[config.mk]
export PLATFORM = sky130hd
export DESIGN_NAME = sqrt_iter
export DESIGN_NICKNAME = d
export VERILOG_FILES = /design/src/rtl/sqrt_iter.sv
export SDC_FILE = /design/constraint.sdc
export NUM_CORES = 1
export LEC_CHECK = 0
export ABC_AREA = 1
export ABC_CLOCK_PERIOD_IN_PS = 3600
export CORE_MARGIN = 5
export CORE_UTILIZATION = 40
export DETAILED_ROUTE_END_ITERATION = 10
export GPL_TIMING_DRIVEN = 1
export PLACE_DENSITY = 0.71
export SLEW_MARGIN = 0
export SYNTH_ARGS = -nofsm -noshare
export SYNTH_HDL_FRONTEND = slang
export SYNTH_SLANG_ARGS = --single-unit
[constraint.sdc]
create_clock -name clk -period 3.6 [get_ports clk]
set_clock_uncertainty 0.1 [all_clocks]
set_input_delay 0.54 -clock clk [delete_from_list [all_inputs] [get_ports clk]]
set_output_delay 0.54 -clock clk [all_outputs]
set_load 0.02 [all_outputs]
[src/rtl/sqrt_iter.sv]
// rtl/sqrt_iter.sv - iterative restoring integer square root with start/busy/done handshake
module sqrt_iter #(
  parameter int WIDTH  = 16,
  parameter int UNROLL = 1
) (
  input  logic                 clk,
  input  logic                 rst,
  input  logic                 start,
  input  logic [WIDTH-1:0]     radicand,
  output logic                 busy,
  output logic                 done,
  output logic [WIDTH/2-1:0]   root,
  output logic [WIDTH/2:0]     remainder
);

  localparam int HW = WIDTH / 2;
  localparam int RW = HW + 2;
  localparam int C  = WIDTH / (2 * UNROLL);
  localparam int CW = (C > 1) ? $clog2(C) : 1;

  if ((WIDTH % 2) != 0 || WIDTH < 4 || (HW % UNROLL) != 0) begin : g_param_check
    $error("sqrt_iter: WIDTH must be even and >= 4, and UNROLL must divide WIDTH/2");
  end

  typedef enum logic [1:0] {IDLE, RUN, DONE} state_t;

  state_t            state, state_n;
  logic              load;
  logic [WIDTH-1:0]  a, a_n;
  logic [HW-1:0]     q, q_n;
  logic [RW-1:0]     r, r_n, r_sh, trial;
  logic [CW-1:0]     cnt;

  // UNROLL restoring steps chained combinationally; the last one feeds the registers
  always_comb begin
    q_n   = q;
    r_n   = r;
    a_n   = a;
    r_sh  = '0;
    trial = '0;
    for (int i = 0; i < UNROLL; i++) begin
      r_sh  = {r_n[RW-3:0], a_n[WIDTH-1 -: 2]};
      a_n   = a_n << 2;
      trial = {q_n, 2'b01};
      if (r_sh >= trial) begin
        r_n = r_sh - trial;
        q_n = {q_n[HW-2:0], 1'b1};
      end else begin
        r_n = r_sh;
        q_n = {q_n[HW-2:0], 1'b0};
      end
    end
  end

  always_comb begin
    state_n = state;
    load    = 1'b0;
    case (state)
      IDLE: begin
        if (start) begin
          load    = 1'b1;
          state_n = RUN;
        end
      end
      RUN: begin
        if (cnt == '0) state_n = DONE;
      end
      DONE: begin
        load    = start;
        state_n = start ? RUN : IDLE;
      end
      default: state_n = IDLE;
    endcase
  end

  always_ff @(posedge clk) begin
    if (rst) begin
      state     <= IDLE;
      a         <= '0;
      q         <= '0;
      r         <= '0;
      cnt       <= '0;
      root      <= '0;
      remainder <= '0;
    end else begin
      state <= state_n;
      if (load) begin
        a   <= radicand;
        q   <= '0;
        r   <= '0;
        cnt <= CW'(C - 1);
      end else if (state == RUN) begin
        a <= a_n;
        q <= q_n;
        r <= r_n;
        if (cnt == '0) begin
          root      <= q_n;
          remainder <= r_n[HW:0];
        end else begin
          cnt <= cnt - 1'b1;
        end
      end
    end
  end

  assign busy = (state == RUN);
  assign done = (state == DONE);

endmodule

==> flow_metrics.tcl <==
set metrics [dict create \
    area_delta_synth_final_pct 19.76 \
    start_util 0.4092 \
    crit_arrival_ps 2090 \
    power_density_nw_per_um2 475.5 \
    pre_cts_slack_ps 1224 \
    min_path_cells 2 \
    cts_hold_buffers 0 \
    cpMaxStageDelayCell "clkdlybuf4s50_1" \
    min_from "a[6]" \
    num_antenna_cells 0 \
    drt-initial-drc-count 159 \
    maxCapViolCount 0 \
    slew_viol_final 0 \
    fin_ws_ps 868.9 \
    worst-path-buf-inv 2 \
    drtAntennaViolNets 0 \
    rows 30 \
    end_kind "primary output" \
    synth.distinct_cells 27 \
    finalPower_mw 1.583 \
    synth_mux_area_frac 0 \
    post-route-drc-count 0 \
    seq_area_frac_synth 0.3888 \
    layout.cells.non_filler 528 \
    ys_seq_elements 54 \
    path_max_fanout 26 \
    first_pass_iters 4 \
    synth_warnings 0 \
    dp_cells 521 \
    reg2reg_from "q[3]" \
    cts-resized-gates 0 \
    max_freq_mhz 366.2 \
    tns_ps 0 \
    r2r_cells 12 \
    synthAdderAreaFrac 0.05401 \
    die_h_um 93.37 \
    wl_per_cell_um 11.75 \
    synth.avg_cell_area_um2 6.985 \
    cts_setup_buffers 0 \
    synth_top_family_by_area "simple AND/OR/NAND/NOR gates" \
    r2r_slack_ps 1340 \
    drt-total-wl_mm 6.203 \
    rsz0062_at_grt "false" \
    die_x_um 93.37 \
    min_to "a[8]" \
    grt.overflow.total 0 \
    core_area_um2 6794 \
    syn-num-nets 429 \
    die_area_um2 8718 \
    synth-simple-area-share 0.3033 \
    drive_gt1_frac 0.06944 \
    cp_cell_sequence "nand2_2 -> inv_2 -> clkdlybuf4s50_1" \
    grt_pass1_vias 2314 \
    crit_family "buffers and inverters" \
    h-tree-depth 2 \
    place.gp.congestion 0.8833 \
    port_buffers 37 \
    synth_top_area_cell "dfxtp_1" \
    cts-root-buf "clkbuf_8" \
    grt_antenna_before_repair 0 \
    cts_tree "done" \
    hold-worst-slack_ps 363.0 \
    yosys.area.top_type_share 0.3888 \
    synth.cell_area_um2 2780 \
    tightest_slew_ps 538.5 \
    vias 2528 \
    required_ps 2960 \
    dp_hpwl_mm 4.604 \
    grt_pass1_wl_mm 10.66 \
    cts.sink_count 54 \
    p_leak_nw 1.615 \
    io_pins 38 \
    synth-xor-area-share 0.009451 \
    nets 463 \
    clk_latency_ps 310 \
    cts_buffers 5 \
    outcome "completed" \
    grt_max_degree 27 \
    clkSlewWorstSetupHoldPaths_ps 90 \
    avgViaCountPerCell 4.788 \
    synth_area_leaders "dfxtp_1 (39%), nand2_1 (11%), inv_1 (8.9%)" \
    grt_use_total 0.1510 \
    cts_max_path_buffers 2 \
    hold_viol 0 \
    ir_drop_v 0.0003053 \
    synth_compound_area_frac 0.1224 \
    critPathLaunchType "flip-flop" \
    slew_headroom 0.6401 \
    timing.rr.end "remainder[7]" \
    setup.worst_path.class "reg -> out" \
    fin_crit_ps 2731 \
    min_path_type "reg -> reg" \
    netlist_instances 398 \
    finalCritPeriodShare 0.7586 \
    critPathMaxStageDelay_ps 690 \
    finalSetupViolations 0 \
]
area by class of cell:
class	instances	area [um^2]
Tap cell	96	120.1
Clock inverter	1	30.03
Multi-Input combinational cell	261	1360
Inverter	70	262.8
Timing Repair Buffer	40	392.9
Fill cell	676	3465
Clock buffer	6	82.58
Sequential cell	54	1081
stage by stage:
step / utilization / area [um^2]
final: 0.4901 / 3329
after global routing: 0.4901 / 3329
after CTS: 0.4901 / 3329
after detailed placement: 0.4735 / 3217
after global placement: 0.4735 / 3217
after floorplan: - / 2780
metal layers:
layer	routed length, um	share of wire	vias to the layer above	GRT usage
met2	2711	0.44	54	0.2365
met3	273	0.044	12	0.03218
met4	108	0.017	0	0.05861
met1	3109	0.50	1126	0.2025
met5	0	0	-	0
li1	-	-	1336	-
logic make-up after synthesis:
kind of cell / after synthesis
buffers and inverters: 83
XOR/XNOR: 3
AO/OA/AOI/OAI: 56
AND/OR/NAND/NOR: 190
flip-flops: 54
adder cells (fa/ha/maj): 12
worst max path at each step:
stage	depth (start not counted)	start	slack, ps	to
after floorplan	14	q[0]	1760	r[3]
after global placement	3	state[0]	1250	busy
after detailed placement	3	state[0]	1220	busy
after CTS	3	state[0]	870	busy
after global routing	3	state[0]	790	busy
final	3	state[0]	870	busy
registers in the layout, summed over array words and instances (netlist names):
| signal | cells |
|---|---|
| a | 16 |
| cnt | 3 |
| r | 8 |
| root | 8 |
| q | 8 |
| state | 2 |
| remainder | 9 |
placed cells by master, fill, tap and decap left out:
| cell type | Yosys | final |
|---|---|---|
| a221oi_1 | 8 | 8 |
| bufinv_16 | 0 | 1 |
| clkbuf_8 | 0 | 6 |
| o21ai_1 | 4 | 4 |
| a21o_1 | 1 | 1 |
| inv_2 | 4 | 4 |
| a211oi_1 | 9 | 9 |
| dfxtp_1 | 54 | 54 |
| nand3_1 | 39 | 39 |
| nand4_1 | 2 | 2 |
| nand2_2 | 10 | 10 |
| xnor2_1 | 1 | 1 |
| ha_1 | 12 | 12 |
| nor2_1 | 49 | 49 |
| xor2_1 | 2 | 2 |
| a21oi_1 | 12 | 12 |
| nor4_1 | 2 | 2 |
| o21ai_0 | 20 | 20 |
| inv_1 | 66 | 66 |
| buf_4 | 0 | 3 |
| nand2_1 | 80 | 80 |
| nor3_1 | 2 | 2 |
| nand2_4 | 2 | 2 |
| o211ai_1 | 2 | 2 |
| nor2_4 | 3 | 3 |
| clkdlybuf4s50_1 | 0 | 37 |
| nand3_2 | 1 | 1 |
where the power goes:
group	switching [mW]	leakage, nW	internal [mW]
clock	0.196	0.0573	0.223
combinational	0.316	1.12	0.176
sequential	0.0261	0.442	0.647
total	0.537	1.61	1.05
tightest hold or removal path, stage by stage (launching register included):
cell      delay, ps
dfxtp_1         310
inv_1            60
a211oi_1         60
synthesized netlist by cell type, drive strengths merged:
library cell / instances
o211ai: 2
clkbuf: 5
buf: 8
dfxtp: 54
nor4: 2
ha: 12
a21o: 1
nand2: 92
xnor2: 1
nand4: 2
nand3: 40
nor2: 52
nor3: 2
a211oi: 9
a21oi: 12
o21ai: 24
inv: 70
xor2: 2
a221oi: 8
No activity file was read; power rests on OpenSTA's default activity.
